**src/rtl/fir_axi_pkg.sv**
```systemverilog
// +--------------------------------------------------------------------------+
// | fir_axi_pkg : shared types and constants for the FIR AXI4-Lite config.   |
// | Revision    : 1.0                                                        |
// +--------------------------------------------------------------------------+
`default_nettype none

package fir_axi_pkg;

  localparam int FIR_DATA_WIDTH = 32;

  localparam logic [3:0] REGION_CTRL = 4'h0;
  localparam logic [3:0] REGION_TAP  = 4'h1;
  localparam logic [3:0] REGION_DATA = 4'h2;
  localparam logic [3:0] REGION_BRAM = 4'h3;

  typedef enum logic [2:0] {
    ST_IDLE = 3'd0,
    ST_WR   = 3'd1,
    ST_RD_A = 3'd2,
    ST_RD_D = 3'd3,
    ST_RSP  = 3'd4
  } cfg_mst_state_e;

  function automatic logic [3:0] addr_region(input logic [31:0] addr);
    return addr[31:28];
  endfunction

endpackage

`default_nettype wire

```
**src/rtl/axi4_lite_fir_cfg_master.sv**
```systemverilog
// +--------------------------------------------------------------------------+
// | axi4_lite_fir_cfg_master : one-at-a-time command to AXI4-Lite AR/R, AW+W |
// | Revision                 : 1.0                                           |
// +--------------------------------------------------------------------------+
`default_nettype none

module axi4_lite_fir_cfg_master
  import fir_axi_pkg::*;
#(
  parameter int pDATA_WIDTH    = FIR_DATA_WIDTH,
  parameter int TIMEOUT_WIDTH  = 8,
  parameter int TIMEOUT_CYCLES = 200
) (
  input  logic                   aclk,
  input  logic                   aresetn,
  input  logic                   in_cmd_valid,
  input  logic                   in_cmd_write,
  input  logic [pDATA_WIDTH-1:0] in_cmd_addr,
  input  logic [pDATA_WIDTH-1:0] in_cmd_wdata,
  output logic                   out_cmd_ready,
  output logic                   out_rsp_valid,
  output logic [pDATA_WIDTH-1:0] out_rsp_rdata,
  output logic                   out_rsp_err,
  input  logic                   in_rsp_ready,
  output logic [pDATA_WIDTH-1:0] out_m_araddr,
  output logic                   out_m_arvalid,
  input  logic                   in_m_arready,
  input  logic [pDATA_WIDTH-1:0] in_m_rdata,
  input  logic                   in_m_rvalid,
  output logic                   out_m_rready,
  output logic [pDATA_WIDTH-1:0] out_m_awaddr,
  output logic                   out_m_awvalid,
  input  logic                   in_m_awready,
  output logic [pDATA_WIDTH-1:0] out_m_wdata,
  output logic                   out_m_wvalid,
  input  logic                   in_m_wready
);

  localparam logic [TIMEOUT_WIDTH-1:0] CNT_LAST = TIMEOUT_WIDTH'(TIMEOUT_CYCLES - 1);

  cfg_mst_state_e             state, state_nxt;
  logic [TIMEOUT_WIDTH-1:0]   cnt, cnt_nxt, cnt_inc;
  logic                       aw_done, aw_done_nxt, w_done, w_done_nxt;
  logic                       cmd_ready_nxt, rsp_valid_nxt, rsp_err_nxt;
  logic [pDATA_WIDTH-1:0]     rsp_rdata_nxt, araddr_nxt, awaddr_nxt, wdata_nxt;
  logic                       arvalid_nxt, rready_nxt, awvalid_nxt, wvalid_nxt;
  logic                       aw_hs, w_hs, ar_hs, r_hs, abort;

  assign aw_hs   = out_m_awvalid && in_m_awready;
  assign w_hs    = out_m_wvalid  && in_m_wready;
  assign ar_hs   = out_m_arvalid && in_m_arready;
  assign r_hs    = in_m_rvalid   && out_m_rready;
  assign cnt_inc = (cnt == '1) ? cnt : cnt + 1'b1;

  always_ff @(posedge aclk) begin
    if (!aresetn) begin
      state         <= ST_IDLE;
      cnt           <= '0;
      aw_done       <= 1'b0;
      w_done        <= 1'b0;
      out_cmd_ready <= 1'b1;
      out_rsp_valid <= 1'b0;
      out_rsp_rdata <= '0;
      out_rsp_err   <= 1'b0;
      out_m_araddr  <= '0;
      out_m_arvalid <= 1'b0;
      out_m_rready  <= 1'b0;
      out_m_awaddr  <= '0;
      out_m_awvalid <= 1'b0;
      out_m_wdata   <= '0;
      out_m_wvalid  <= 1'b0;
    end else begin
      state         <= state_nxt;
      cnt           <= cnt_nxt;
      aw_done       <= aw_done_nxt;
      w_done        <= w_done_nxt;
      out_cmd_ready <= cmd_ready_nxt;
      out_rsp_valid <= rsp_valid_nxt;
      out_rsp_rdata <= rsp_rdata_nxt;
      out_rsp_err   <= rsp_err_nxt;
      out_m_araddr  <= araddr_nxt;
      out_m_arvalid <= arvalid_nxt;
      out_m_rready  <= rready_nxt;
      out_m_awaddr  <= awaddr_nxt;
      out_m_awvalid <= awvalid_nxt;
      out_m_wdata   <= wdata_nxt;
      out_m_wvalid  <= wvalid_nxt;
    end
  end

  always_comb begin
    state_nxt     = state;
    cnt_nxt       = cnt;
    aw_done_nxt   = aw_done;
    w_done_nxt    = w_done;
    cmd_ready_nxt = out_cmd_ready;
    rsp_valid_nxt = out_rsp_valid;
    rsp_rdata_nxt = out_rsp_rdata;
    rsp_err_nxt   = out_rsp_err;
    araddr_nxt    = out_m_araddr;
    arvalid_nxt   = out_m_arvalid;
    rready_nxt    = out_m_rready;
    awaddr_nxt    = out_m_awaddr;
    awvalid_nxt   = out_m_awvalid;
    wdata_nxt     = out_m_wdata;
    wvalid_nxt    = out_m_wvalid;
    abort         = 1'b0;

    case (state)
      ST_IDLE: begin
        if (in_cmd_valid && out_cmd_ready) begin
          cmd_ready_nxt = 1'b0;
          cnt_nxt       = '0;
          aw_done_nxt   = 1'b0;
          w_done_nxt    = 1'b0;
          if (in_cmd_write) begin
            awaddr_nxt  = in_cmd_addr;
            wdata_nxt   = in_cmd_wdata;
            awvalid_nxt = 1'b1;
            wvalid_nxt  = 1'b1;
            state_nxt   = ST_WR;
          end else begin
            araddr_nxt  = in_cmd_addr;
            arvalid_nxt = 1'b1;
            state_nxt   = ST_RD_A;
          end
        end
      end
      ST_WR: begin
        // AW and W complete independently; either order or the same edge.
        if (aw_hs) begin
          awvalid_nxt = 1'b0;
          aw_done_nxt = 1'b1;
        end
        if (w_hs) begin
          wvalid_nxt = 1'b0;
          w_done_nxt = 1'b1;
        end
        if ((aw_done || aw_hs) && (w_done || w_hs)) begin
          rsp_valid_nxt = 1'b1;
          rsp_rdata_nxt = '0;
          rsp_err_nxt   = 1'b0;
          state_nxt     = ST_RSP;
        end else if (aw_hs || w_hs) begin
          cnt_nxt = '0;
        end else if (cnt == CNT_LAST) begin
          abort = 1'b1;
        end else begin
          cnt_nxt = cnt_inc;
        end
      end
      ST_RD_A: begin
        if (ar_hs) begin
          arvalid_nxt = 1'b0;
          rready_nxt  = 1'b1;
          cnt_nxt     = '0;
          state_nxt   = ST_RD_D;
        end else if (cnt == CNT_LAST) begin
          abort = 1'b1;
        end else begin
          cnt_nxt = cnt_inc;
        end
      end
      ST_RD_D: begin
        if (r_hs) begin
          rready_nxt    = 1'b0;
          rsp_valid_nxt = 1'b1;
          rsp_rdata_nxt = in_m_rdata;
          rsp_err_nxt   = 1'b0;
          state_nxt     = ST_RSP;
        end else if (cnt == CNT_LAST) begin
          abort = 1'b1;
        end else begin
          cnt_nxt = cnt_inc;
        end
      end
      ST_RSP: begin
        if (in_rsp_ready) begin
          rsp_valid_nxt = 1'b0;
          cmd_ready_nxt = 1'b1;
          state_nxt     = ST_IDLE;
        end
      end
      default: state_nxt = ST_IDLE;
    endcase

    // Stalled phase: withdraw every request even though no handshake happened.
    if (abort) begin
      awvalid_nxt   = 1'b0;
      wvalid_nxt    = 1'b0;
      arvalid_nxt   = 1'b0;
      rready_nxt    = 1'b0;
      rsp_valid_nxt = 1'b1;
      rsp_rdata_nxt = '0;
      rsp_err_nxt   = 1'b1;
      state_nxt     = ST_RSP;
    end
  end

endmodule

`default_nettype wire

```
**config.mk**
```make
export PLATFORM = sky130hd
export DESIGN_NAME = axi4_lite_fir_cfg_master
export DESIGN_NICKNAME = d
export VERILOG_FILES = /design/src/rtl/fir_axi_pkg.sv /design/src/rtl/axi4_lite_fir_cfg_master.sv
export SDC_FILE = /design/constraint.sdc
export NUM_CORES = 1
export LEC_CHECK = 0
export ABC_AREA = 1
export ABC_CLOCK_PERIOD_IN_PS = 1500
export CORE_MARGIN = 2
export CORE_UTILIZATION = 38
export DETAILED_ROUTE_END_ITERATION = 8
export PLACE_DENSITY = 0.85
export SKIP_LAST_GASP = 1
export SYNTH_ARGS = -nofsm -noshare
export SYNTH_HDL_FRONTEND = slang
export SYNTH_SLANG_ARGS = --single-unit
```
**constraint.sdc**
```tcl
create_clock -name aclk -period 1.5 [get_ports aclk]
set_input_delay 0.15 -clock aclk [delete_from_list [all_inputs] [get_ports aclk]]
set_output_delay 0.15 -clock aclk [all_outputs]
set_load 0.1 [all_outputs]
```
Word-level counts from Yosys, hierarchy flattened
Index checks and enable logic that the tools add are counted.
{ "totals": {"register_bits": 148, "latch_bits": 0, "ram_bits": 0, "rom_bits": 0, "inputBits": 105, "output_inout_bits": 135, "elab_cells": 128, "n_memories": 0} }
{ "op_classes": {"addsub": 1, "multipliers": 0, "div_mod_pow": 0, "magnitude_cmp": 0, "eq_ne": 22, "n_shift": 0, "mux": 53, "n_bitwise": 2, "reduce_logical": 34} }
{ "op_table": {"columns": ["cell", "count"], "rows": [
  ["2-to-1 mux 32 bit", 2],
  ["one-hot mux 32 bit (2 select lines)", 1],
  ["2-to-1 mux 8 bit", 7],
  ["one-hot mux 8 bit (4 select lines)", 1],
  ["2-to-1 mux 1 bit", 24],
  ["AND reduction 3 bit", 8],
  ["!= test 2 bit (second input constant)", 11],
  ["AND reduction 4 bit", 5],
  ["2-to-1 mux 3 bit", 6],
  ["equality test 8 bit (second input constant)", 2],
  ["one-hot mux 1 bit (2 select lines)", 8],
  ["!= test 3 bit (second input constant)", 5],
  ["one-hot mux 3 bit (5 select lines)", 1],
  ["AND reduction 5 bit", 2],
  ["nonzero test 2 bit", 5],
  ["adder 8 x 1 -> 8 bit (second input constant)", 1],
  ["nonzero test 4 bit", 2],
  ["equality test 3 x 2 -> 1 bit (second input constant)", 2],
  ["logical AND 1 bit", 6],
  ["one-hot mux 1 bit (3 select lines)", 2],
  ["equality test 3 x 1 -> 1 bit (second input constant)", 1],
  ["equality test 3 bit (second input constant)", 1],
  ["zero test 3 bit", 1],
  ["logical OR 1 bit", 3],
  ["other kinds (4)", 5]
]} }

Depth between registers and ports, before layout
Gate-level depths: netlist of run 1.
{ "depth": {"word_depth": 7, "ltp_mapped": 11, "depth_no_buf": 11} }

Least setup slack after synthesis of run 1
OpenSTA, ideal clock, no wires.
{ "synth_timing": {"path_type": "reg-to-reg", "startpoint": "register out_cmd_ready", "endpoint": "register out_m_awaddr[0]", "setup_time_ns": 0.118, "arrival_ns": 1.984, "t_required_ns": 1.382, "slack_ns": -0.602, "stages_incl_launch_ff": 10, "n_path_buf": 2, "period_less_slack_ns": 2.102, "path_cell_list": "dfxtp_1 > nand2_1 > nor2_2 > inv_2 > nor2_2 > inv_2 > buf_2 > buf_2 > nor2_1 > nor2_1"} }
{ "synth_between": {"elab_chain_cells": 2} }
{ "synth_lines": {"columns": ["element", "line_no", "text"], "rows": [
  ["from (decl)", "axi4_lite_fir_cfg_master.sv:20", "output logic out_cmd_ready,"],
  ["from (signal assigned)", "axi4_lite_fir_cfg_master.sv:77", "out_cmd_ready <= cmd_ready_nxt;"],
  ["logical AND 1 bit", "axi4_lite_fir_cfg_master.sv:111", "if (in_cmd_valid && out_cmd_ready) begin"],
  ["AND reduction 3 bit (no source line)", null, null],
  ["to (signal assigned)", "axi4_lite_fir_cfg_master.sv:84", "out_m_awaddr <= awaddr_nxt;"],
  ["to (decl)", "axi4_lite_fir_cfg_master.sv:31", "output logic [pDATA_WIDTH-1:0] out_m_awaddr,"]
]} }
Every way passes these cells.
A chain may end at the register's enable or synchronous reset.

Final worst setup path of run 1
{ "layout_timing": {"startpoint": "register state[0]", "endpoint": "register out_m_awaddr[14]"} }
{ "layout_between": {"elab_chain_cells": 2} }
{ "layout_lines": {"columns": ["element", "line_no", "text"], "rows": [
  ["from (decl)", "axi4_lite_fir_cfg_master.sv:41", "cfg_mst_state_e state, state_nxt;"],
  ["from (signal assigned)", "axi4_lite_fir_cfg_master.sv:73", "state <= state_nxt;"],
  ["zero test 3 bit", "axi4_lite_fir_cfg_master.sv:109", "case (state)"],
  ["AND reduction 3 bit (no source line)", null, null]
]} }
Every way passes these cells.

==> results.tsv, run 1 <==
stage	metric	value	unit
die	Die H	125	µm
setup_path	Worst Path Required	1.82	ns
setup_path	Worst Setup Start Kind	flop	
sta	unrepaired setup endpoints after global routing	yes	
routing	# DRC	0	
yosys	Cell Area, Synth	0.00556	mm²
finish	n_diodes	0	
clock_tree	CTS Hold Bufs	0	
sta	Slew Viols, Final	0	
sta	Final Cycle Share	112	%
yosys	Post-synth ARST share	0	%
global_routing	pin count of the biggest net entering global routing	65	
setup_path	CP Capture Type	flop	
yosys	area leader, netlist	dfxtp_1	
sta	Final Worst Setup Slack	-0.174	ns
sta	hold slack	0.192	ns
die	row cnt	44	
finish	Layout area overhead	111	%
status	outcome	finished, violations left	
clock_tree	Reg clk slew, reported paths	0.07	ns
yosys	Gate Count Post-Synth	731	
yosys	post-synth top area share	53.2	%
clock_tree	clock sinks	148	
routing	final wirelength	26.2	mm
yosys	count leader, synth	nor2_1	
yosys	Syn. warnings	0	
finish	fin nets	1127	
pwr	PD cells	1790	mW/mm²
flow_run	max cap viols	0	
routing	vias	6681	
sta	Final Hold Viols	0	
yosys	Area contributors post-synth	dfxtp_1 53%, nor2_1 14%, o21ai_0 9.0%	
global_routing	vias in the first global route	6446	
yosys	Yosys cell types	29	
yosys	dominant synthesized flop cell	dfxtp_1	
routing	wire per inst	21.6	µm
yosys	Mapped Nets	837	
yosys	Seq cells post-synth	148	
yosys	Post-synth top cells	205 x nor2_1, 148 x dfxtp_1, 100 x o21ai_0, 83 x nand2_1, 49 x a21oi_1	
status	failing checks	negative setup slack	
setup_path	Setup CP Type	reg -> reg	
die	I/O pin count	240	
place	hpwl dp	13.6	mm
setup_path	largest fanout on the critical path	8	
routing	initial DRC count	412	
sta	setup TNS	-7.72	ns
routing	Detail Route Antenna Nets	0	
sta	worst-margin pin slew	0.374	ns
sta	fmax	598	MHz
clock_tree	H-tree Lvls	4	
global_routing	GRT overflow	0	
min_path	Min-Delay Path Class	in -> reg	
die	Placeable Area	0.0144	mm²
finish	share of cells above drive strength 1	41.2	%
routing	drt pass-1 iters	6	
clock_tree	CTS tree	yes	
global_routing	first-pass GRT wire length	33.3	mm
die	Die Area	0.0156	mm²
clock_tree	Clk Latency, worst-skew pair	0.43	ns
clock_tree	Clock Tree Buf Depth	2	
finish	final instance area	0.0117	mm²
sta	final setup fails	129	
sta	Final Skew	0.0159	ns
pwr	overall power	0.0210	W
die	Starting Density	38.6	%
pwr	peak supply drop	1.45	mV
routing	vias per inst	5.49	
global_routing	initial antenna violation count	0	
setup_path	CP Data Arrival Time	1.99	ns
place	dpl cell area	0.00977	mm²
global_routing	Total GRT Usage	26.7	%
yosys	syn avg cell area	7.61	µm²
sta	fin crit period	1.67	ns
yosys	Post-synth EDFFs	0	
clock_tree	Num CTS Buffers	17	
place	placer's final routability congestion estimate	0.949	
die	die span in x	125	µm
sta	relative slew slack	75.1	%
clock_tree	clk root buf	clkbuf_16	
pwr	leakage	4.69	nW
yosys	sequential fraction of the synthesis area	53.2	%
place	port bufs	239	
## repair_timing
item	in CTS	in global routing
gates cloned	3	16
buffers inserted	10	10
pin swaps	11	45
gates resized for setup	57	187
setup endpoints to repair	99	142
## cell families after synthesis
logic type	after synthesis	share of synthesized area, %
simple gates	349	26.0
compound gates	158	14.3
flops	148	53.2
buf+inv	73	5.94
xor+xnor	2	0.315
fa+ha+maj	1	0.225
## layout make-up
type	instances	area (µm²)
sequential	148	3000
fill	739	2690
clock buffer	20	478
multi-input combinational	510	2890
inverter	29	133
clock inverter	10	168
tap	184	230
timing repair buffer	315	4840
## worst max-delay path, cell delays in order, from the launching register on
cell,delay [ns]
dfxtp_4,0.38
nor2_4,0.13
nand2_4,0.07
nor2_4,0.15
inv_4,0.07
nor2_4,0.12
buf_12,0.17
inv_16,0.07
clkbuf_16,0.16
nor2_1,0.16
nor2_1,0.07
## final timing paths
check,startpoint,slack (ns),end,depth (start not counted)
max,state[0]$_SDFFE_PP0P_,-0.17,out_m_awaddr[14]$_SDFFE_PN0P_,10
min,aresetn,0.19,cnt[5]$_SDFFE_PN0P_,3
max reg2reg,state[0]$_SDFFE_PP0P_,-0.17,out_m_awaddr[14]$_SDFFE_PN0P_,10
min reg2reg,out_rsp_rdata[7]$_SDFFE_PP0P_,0.50,out_rsp_rdata[7]$_SDFFE_PP0P_,2
## where the power goes
group | internal (W) | switching, W | leakage [nW]
Clock | 0.00297 | 0.00174 | 0.311
Sequential | 0.00461 | 0.000786 | 1.21
Combinational | 0.00402 | 0.00683 | 3.16
Total | 0.0116 | 0.00936 | 4.69
## cell usage in the layout (no fill, tap or decap), types with 4 or more instances in the layout
| cell type | netlist | routed |
|---|---|---|
| clkdlybuf4s50_1 | 0 | 103 |
| nand2_1 | 83 | 69 |
| o21ai_2 | 0 | 25 |
| dfxtp_4 | 0 | 8 |
| bufinv_16 | 0 | 4 |
| buf_6 | 4 | 9 |
| nand3_1 | 39 | 36 |
| buf_12 | 0 | 152 |
| buf_8 | 0 | 4 |
| a21oi_2 | 0 | 31 |
| clkbuf_16 | 0 | 29 |
| dfxtp_1 | 148 | 138 |
| inv_4 | 0 | 4 |
| buf_4 | 1 | 32 |
| inv_1 | 23 | 21 |
| o21ai_0 | 100 | 72 |
| a21oi_1 | 49 | 18 |
| nand2_4 | 0 | 7 |
| nor2_4 | 2 | 20 |
| nand2_2 | 6 | 13 |
| o21ai_1 | 6 | 8 |
| nor2_1 | 205 | 134 |
| nor2_2 | 5 | 58 |
## state kept, by name, summed over array words and instances, names as in the netlist
name           cells
out_m_arvalid      1
out_m_wvalid       1
out_rsp_rdata     32
out_m_awaddr      32
aw_done            1
out_rsp_valid      1
cnt                8
out_cmd_ready      1
out_m_rready       1
out_m_araddr      32
out_m_wdata       32
w_done             1
out_m_awvalid      1
out_rsp_err        1
state              3
## through the flow
stage	util (%)	std cells	setup slack, ns
global route	81.3	1216	-0.225
CTS	74.7	1190	-0.0582
floorplan	-	731	0.00432
finish	81.3	1216	-0.174
global placement	67.8	1148	-0.118
detailed placement	67.8	1148	-0.182
## per-layer routing
layer  GRT usage, %  vias up  wire length [µm]
li1               -     2954                 -
met1           28.4     3241              9150
met2           46.6      407             13500
met3           11.7       79              2550
met4           10.5        0              1020
met5              0        -                 0
Power figures use the tool's default switching activity.
==> inputs of run 2 (changes only) <==
ABC_CLOCK_PERIOD_IN_PS = 1600   (was 1500)
CORE_UTILIZATION = 42   (was 38)
CTS_CLUSTER_SIZE = 12   (was default)
PLACE_DENSITY = 0.89   (was 0.85)
RECOVER_POWER = 25   (was default)
clock period = 1.6 ns   (was 1.5 ns; I/O delays follow)
==> results.tsv, run 2 (synthesis results as in run 1) <==
stage	metric	value	unit	change
setup_path	CP Data Arrival Time	1.93	ns	was 1.99 ns
clock_tree	clk root buf	clkbuf_16		unchanged
die	Die Area	0.0142	mm²	was 0.0156 mm²
global_routing	GRT overflow	0		unchanged
clock_tree	Num CTS Buffers	17		unchanged
place	Placed Cells	1131		was 1148
sta	fin crit period	1.60	ns	was 1.67 ns
sta	Final Cycle Share	100	%	was 112%
setup_path	CP startpoint	state[1]$_SDFFE_PP0P_		was state[0]$_SDFFE_PP0P_
sta	worst-margin pin slew	0.573	ns	was 0.374 ns
routing	vias	6248		was 6681
min_path	Hold Path End	out_cmd_ready$_SDFFE_PN1P_		was cnt[5]$_SDFFE_PN0P_
routing	top layer in use	met4		unchanged
setup_path	Critical Path Slowest Stage Cell	dfxtp_4		unchanged
die	I/O pin count	240		unchanged
min_path	hold path depth	2		was 3
clock_tree	Clk Latency, worst-skew pair	0.42	ns	was 0.43 ns
setup_path	R2R cell count	10		unchanged
finish	Layout area overhead	75.4	%	was 111%
global_routing	pin count of the biggest net entering global routing	60		was 65
finish	Finished Layout Cells	1180		was 1216
pwr	Clk pwr share	23.6	%	was 22.5%
sta	final setup fails	1		was 129
setup_path	r2r startpoint	state[1]$_SDFFE_PP0P_		was state[0]$_SDFFE_PP0P_
setup_path	largest fanout on the critical path	7		was 8
setup_path	terminus of the critical flop-to-flop path	out_rsp_rdata[4]$_SDFFE_PP0P_		was out_m_awaddr[14]$_SDFFE_PN0P_
setup_path	Worst Setup Start Kind	flop		unchanged
sta	Final Worst Setup Slack	-0.00221	ns	was -0.174 ns
die	row cnt	42		was 44
flow_run	max cap viols	0		unchanged
finish	# fillers	814		was 739
sta	Slew Viols, Final	0		unchanged
setup_path	CP Capture Type	flop		unchanged
setup_path	R2R setup slack	-0.002	ns	was -0.17 ns
sta	Final Hold Viols	0		unchanged
routing	wire per inst	18.4	µm	was 21.6 µm
finish	most frequent cells in the layout	198 x nor2_1, 138 x dfxtp_1, 103 x clkdlybuf4s50_1		was 152 x buf_12, 138 x dfxtp_1, 134 x nor2_1
clock_tree	Clock Tree Buf Depth	2		unchanged
sta	setup TNS	-0.00221	ns	was -7.72 ns
pwr	PD cells	1770	mW/mm²	was 1790 mW/mm²
global_routing	first-pass GRT wire length	30.8	mm	was 33.3 mm
sta	Final Skew	0.00897	ns	was 0.0159 ns
routing	initial DRC count	402		was 412
pwr	Flop pwr share	27.9	%	was 25.7%
status	failing checks	negative setup slack		unchanged
finish	fin nets	1098		was 1127
clock_tree	H-tree Lvls	4		unchanged
clock_tree	clock sinks	148		unchanged
routing	vias per inst	5.29		was 5.49
setup_path	Cell Chain, Critical Path	nand2_1, nor2_4, nand2_2, nand2_2, inv_2, nand2_2, nand2_4, nand2_8, clkbuf_16, a21oi_1		was nor2_4, nand2_4, nor2_4, inv_4, nor2_4, buf_12, inv_16, clkbuf_16, nor2_1, nor2_1
die	die span in x	119	µm	was 125 µm
sta	unrepaired setup endpoints after global routing	yes		unchanged
routing	met3 WL	2.17	mm	was 2.55 mm
die	Die H	119	µm	was 125 µm
global_routing	Total GRT Usage	27.4	%	was 26.7%
place	placer's final routability congestion estimate	0.923		was 0.949
clock_tree	CTS Hold Bufs	0		unchanged
pwr	Pint	0.00928	W	was 0.0116 W
routing	wl on met1	7.79	mm	was 9.15 mm
die	Starting Density	42.5	%	was 38.6%
setup_path	critical path's largest stage delay	0.37	ns	was 0.38 ns
place	pre-CTS setup slack	-0.102	ns	was -0.182 ns
min_path	Min-Delay Path Class	in -> reg		unchanged
routing	# DRC	0		unchanged
finish	n_diodes	0		unchanged
status	outcome	finished, violations left		unchanged
place	port bufs	239		unchanged
pwr	Net Switching	0.00801	W	was 0.00936 W
sta	fmax	624	MHz	was 598 MHz
pwr	Comb power frac	48.6	%	was 51.8%
routing	final wirelength	21.7	mm	was 26.2 mm
clock_tree	Reg clk slew, reported paths	0.06	ns	was 0.07 ns
pwr	peak supply drop	1.08	mV	was 1.45 mV
routing	metal2 WL	10.7	mm	was 13.5 mm
pwr	overall power	0.0173	W	was 0.0210 W
sta	relative slew slack	62.0	%	was 75.1%
routing	drt pass-1 iters	5		was 6
finish	commonest non-fill, non-tap cell in the layout	nor2_1		was buf_12
setup_path	Setup CP Type	reg -> reg		unchanged
pwr	sw frac	46.3	%	was 44.7%
finish	share of cells above drive strength 1	25.6	%	was 41.2%
setup_path	most used cell, CP	nand2_2		was nor2_4
routing	Detail Route Antenna Nets	0		unchanged
min_path	beginning of the worst hold path	aresetn		unchanged
global_routing	initial antenna violation count	0		unchanged
setup_path	Worst Path Required	1.93	ns	was 1.82 ns
clock_tree	CTS tree	yes		unchanged
pwr	leakage	4.18	nW	was 4.69 nW
global_routing	vias in the first global route	6170		was 6446
place	hpwl dp	13.7	mm	was 13.6 mm
die	Placeable Area	0.0131	mm²	was 0.0144 mm²
==> run 2: cell types whose count changed in the layout (fill, tap and decap cells not counted), moves of 25 or more <==
cell	previous run	this run
a21oi_1	18	48
a21oi_2	31	1
buf_12	152	81
clkbuf_2	0	65
nor2_1	134	198
nor2_2	58	6
o21ai_0	72	97
==> run 2: power groups by stage <==
stage | logic (W) | registers, W | clock network (W)
after floorplan | 0.00137 | 0.00875 | 0
after global placement | 0.00866 | 0.00497 | 0
after detailed placement | 0.00878 | 0.00501 | 0
after CTS | 0.00891 | 0.00496 | 0.00412
after global routing | 0.00870 | 0.00488 | 0.00430
final | 0.00840 | 0.00482 | 0.00407
==> run 2: worst max path at each step <==
| stage | end | slack (ns) | depth (start not counted) |
|---|---|---|---|
| final | out_rsp_rdata[4]$_SDFFE_PP0P_ | -0.002 | 10 |
| after global routing | cnt[6]$_SDFFE_PN0P_ | -0.08 | 9 |
| after CTS | out_m_awaddr[26]$_SDFFE_PN0P_ | 0.002 | 9 |
| after detailed placement | out_rsp_rdata[9]$_SDFFE_PP0P_ | -0.10 | 9 |
| after global placement | out_m_awaddr[13]$_SDFFE_PN0P_ | -0.02 | 8 |
| after floorplan | out_m_awaddr[0]$_SDFFE_PN0P_ | 0.006 | 9 |
==> run 2: critical path, delay by kind of cell (launching register included) <==
| kind | cells | cell delay [ns] |
|---|---|---|
| and+or+nand+nor | 7 | 0.67 |
| DFF | 1 | 0.37 |
| buffers and inverters | 2 | 0.28 |
| AOI/OAI and AO/OA | 1 | 0.18 |
==> run 2: per-layer routing <==
layer / vias up / track usage, %
li1: 2889 / -
met1: 2924 / 28.7
met2: 355 / 48.3
met3: 80 / 10.6
met4: 0 / 12.5
met5: - / 0
==> run 2: what timing repair did <==
action,4_1_cts,5_1_grt
setup endpoints to repair,83,120
gates resized for setup,15,37
setup buffers,2,4
cloned,0,12
pin swaps,4,12
==> run 2: area by class of cell <==
type	count	area (µm²)	area share (%)
clock inverter	8	124	1.27
inverter	29	116	1.19
multi-input combinational	510	2390	24.4
clock buffer	23	478	4.90
tap	176	220	2.26
timing repair buffer	286	3440	35.3
sequential	148	3000	30.7
==> run 2: per-stage QoR <==
| step | util [%] | hold WS [ns] | area [µm²] |
|---|---|---|---|
| floorplan | - | 0.295 | 5580 |
| global placement | 73.7 | 0.452 | 9640 |
| detailed placement | 73.7 | 0.475 | 9640 |
| CTS | 78.8 | 0.0938 | 10300 |
| global route | 74.6 | 0.152 | 9760 |
| finish | 74.6 | 0.130 | 9760 |
==> inputs of run 3 (changes only) <==
CORE_UTILIZATION = 50   (was 42)
DONT_BUFFER_PORTS = 1   (was default)
HOLD_SLACK_MARGIN = 0.02   (was default)
PLACE_DENSITY = 0.74   (was 0.89)
==> results.tsv, run 3 (synthesis results as in run 1) <==
stage	metric	value	unit	change
sta	Slew Viols, Final	0		unchanged
sta	unrepaired setup endpoints after global routing	yes		unchanged
die	row cnt	38		was 42
setup_path	terminus of the critical flop-to-flop path	out_m_awaddr[30]$_SDFFE_PN0P_		was out_rsp_rdata[4]$_SDFFE_PP0P_
sta	relative slew slack	76.0	%	was 62.0%
setup_path	r2r startpoint	state[2]$_SDFFE_PN0P_		was state[1]$_SDFFE_PP0P_
setup_path	critical path's largest stage delay	0.37	ns	about the same
clock_tree	clk root buf	clkbuf_8		was clkbuf_16
pwr	Pint	0.00834	W	was 0.00928 W
clock_tree	H-tree Lvls	4		unchanged
place	placer's final routability congestion estimate	0.880		was 0.923
pwr	overall power	0.0161	W	was 0.0173 W
place	port bufs	0		was 239
sta	hold slack	0.0506	ns	was 0.130 ns
clock_tree	Clock Tree Buf Depth	2		unchanged
setup_path	most used cell, CP	nor2_4		was nand2_2
clock_tree	Num CTS Buffers	17		unchanged
routing	final wirelength	18.5	mm	was 21.7 mm
finish	fin nets	1078		was 1098
setup_path	Largest delay share family, worst path	simple AND/OR/NAND/NOR gates		unchanged
global_routing	pin count of the biggest net entering global routing	104		was 60
setup_path	R2R setup slack	-0.004	ns	was -0.002 ns
sta	final setup fails	2		was 1
clock_tree	Clk Latency, worst-skew pair	0.52	ns	was 0.42 ns
finish	Layout area overhead	55.8	%	was 75.4%
place	pre-CTS setup slack	-0.108	ns	was -0.102 ns
setup_path	Cell Chain, Critical Path	nor2_4, nand2_4, nor2_4, inv_2, nor2_4, inv_4, buf_8, nor2_1, nor2_1		was nand2_1, nor2_4, nand2_2, nand2_2, inv_2, nand2_2, nand2_4, nand2_8, clkbuf_16, a21oi_1
pwr	leakage	3.89	nW	was 4.18 nW
global_routing	vias in the first global route	5817		was 6170
place	dpl cell area	0.00672	mm²	was 0.00964 mm²
routing	# DRC	0		unchanged
finish	n_diodes	0		unchanged
clock_tree	Reg clk slew, reported paths	0.06	ns	about the same
pwr	sw frac	48.3	%	was 46.3%
sta	Final Cycle Share	100	%	about the same
pwr	Comb power frac	46.3	%	was 48.6%
sta	Final Hold Viols	0		unchanged
setup_path	CP bufs+invs	3		was 2
setup_path	CP Data Arrival Time	1.99	ns	was 1.93 ns
setup_path	Worst Setup Start Kind	flop		unchanged
status	failing checks	negative setup slack		unchanged
pwr	Net Switching	0.00779	W	was 0.00801 W
setup_path	largest fanout on the critical path	20		was 7
global_routing	initial antenna violation count	0		unchanged
setup_path	R2R cell count	9		was 10
die	Die H	109	µm	was 119 µm
min_path	Min-Delay Path Class	in -> reg		unchanged
clock_tree	CTS tree	yes		unchanged
die	I/O pin count	240		unchanged
finish	share of cells above drive strength 1	24.7	%	was 25.6%
setup_path	Worst Path Required	1.99	ns	was 1.93 ns
pwr	PD cells	1860	mW/mm²	was 1770 mW/mm²
pwr	Clk pwr share	24.6	%	was 23.6%
setup_path	Critical Path Slowest Stage Cell	dfxtp_4		unchanged
sta	Final Worst Setup Slack	-0.00435	ns	was -0.00221 ns
finish	final instance area	0.00867	mm²	was 0.00976 mm²
sta	fin crit period	1.60	ns	about the same
routing	wire per inst	16.4	µm	was 18.4 µm
global_routing	Total GRT Usage	28.5	%	was 27.4%
global_routing	GRT overflow	0		unchanged
die	die span in x	109	µm	was 119 µm
setup_path	WP depth	9		was 10
sta	Final Skew	0.0129	ns	was 0.00897 ns
min_path	Hold Path End	state[0]$_SDFFE_PP0P_		was out_cmd_ready$_SDFFE_PN1P_
routing	vias per inst	5.35		was 5.29
finish	commonest non-fill, non-tap cell in the layout	nor2_1		unchanged
die	Placeable Area	0.0108	mm²	was 0.0131 mm²
routing	vias	6016		was 6248
pwr	peak supply drop	1.33	mV	was 1.08 mV
routing	drt pass-1 iters	5		unchanged
flow_run	max cap viols	0		unchanged
min_path	beginning of the worst hold path	in_cmd_write		was aresetn
routing	initial DRC count	449		was 402
sta	setup TNS	-0.00862	ns	was -0.00221 ns
min_path	hold path depth	4		was 2
status	outcome	finished, violations left		unchanged
die	Starting Density	51.3	%	was 42.5%
finish	most frequent cells in the layout	193 x nor2_1, 150 x buf_4, 138 x dfxtp_1		was 198 x nor2_1, 138 x dfxtp_1, 103 x clkdlybuf4s50_1
sta	worst-margin pin slew	0.360	ns	was 0.573 ns
finish	# fillers	642		was 814
sta	fmax	623	MHz	was 624 MHz
clock_tree	clock sinks	148		unchanged
die	Die Area	0.0120	mm²	was 0.0142 mm²
routing	Detail Route Antenna Nets	0		unchanged
pwr	Flop pwr share	29.0	%	was 27.9%
setup_path	Setup CP Type	reg -> reg		unchanged
global_routing	first-pass GRT wire length	27.1	mm	was 30.8 mm
place	hpwl dp	10.4	mm	was 13.7 mm
setup_path	CP Capture Type	flop		unchanged
-- run 3: through the flow --
| stage | util, % | std cells |
|---|---|---|
| final | 80.0 | 1125 |
| after global routing | 80.0 | 1125 |
| after CTS | 77.8 | 1117 |
| after detailed placement | 62.0 | 977 |
| after global placement | 62.0 | 977 |
| after floorplan | - | 731 |
-- run 3: worst max-delay path by stage --
stage | startpoint | endpoint
2_1_floorplan | out_cmd_ready$_SDFFE_PN1P_ | out_m_awaddr[0]$_SDFFE_PN0P_
3_3_place_gp | cnt[1]$_SDFFE_PN0P_ | cnt[1]$_SDFFE_PN0P_
3_5_place_dp | cnt[1]$_SDFFE_PN0P_ | cnt[1]$_SDFFE_PN0P_
4_1_cts | state[2]$_SDFFE_PN0P_ | cnt[1]$_SDFFE_PN0P_
5_1_grt | cnt[1]$_SDFFE_PN0P_ | cnt[3]$_SDFFE_PN0P_
6_report | state[2]$_SDFFE_PN0P_ | out_m_awaddr[30]$_SDFFE_PN0P_
-- run 3: cell type report --
cell class	count	area, µm²	area share [%]
Tap cell	140	175	2.02
Clock buffer	19	453	5.23
Inverter	29	116	1.34
Sequential cell	148	3000	34.6
Clock inverter	13	145	1.67
Timing Repair Buffer	266	2400	27.7
Multi-Input combinational cell	510	2380	27.5
-- run 3: timing repair --
item                                    in CTS  in global routing
hold buffers                               105                  0
pin swaps                                    3                  9
buffers inserted                             3                  5
endpoints found under the hold margin      147                  0
cloned                                       0                  3
endpoints found under the setup margin      92                145
gates resized for setup                      7                 42
-- run 3: power by group through the flow --
stage,Combinational (W),Clock (W),Sequential (W)
after global placement,0.00671,0,0.00467
after detailed placement,0.00680,0,0.00469
after global routing,0.00775,0.00421,0.00474
final,0.00747,0.00397,0.00469
after CTS,0.00711,0.00401,0.00463
after floorplan,0.00137,0,0.00875
-- run 3: routing by layer --
| layer | routed length (µm) | track usage [%] | vias to the layer above |
|---|---|---|---|
| met3 | 1370 | 8.77 | 67 |
| met2 | 9410 | 49.9 | 287 |
| met5 | 0 | 0 | - |
| li1 | - | - | 2847 |
| met4 | 726 | 12.8 | 0 |
| met1 | 6970 | 31.8 | 2815 |
-- run 3: tightest hold or removal path: stages --
cell and delay (ns):
inv_1 0.13, nor2_1 0.07, o21bai_1 0.11, a21oi_1 0.06
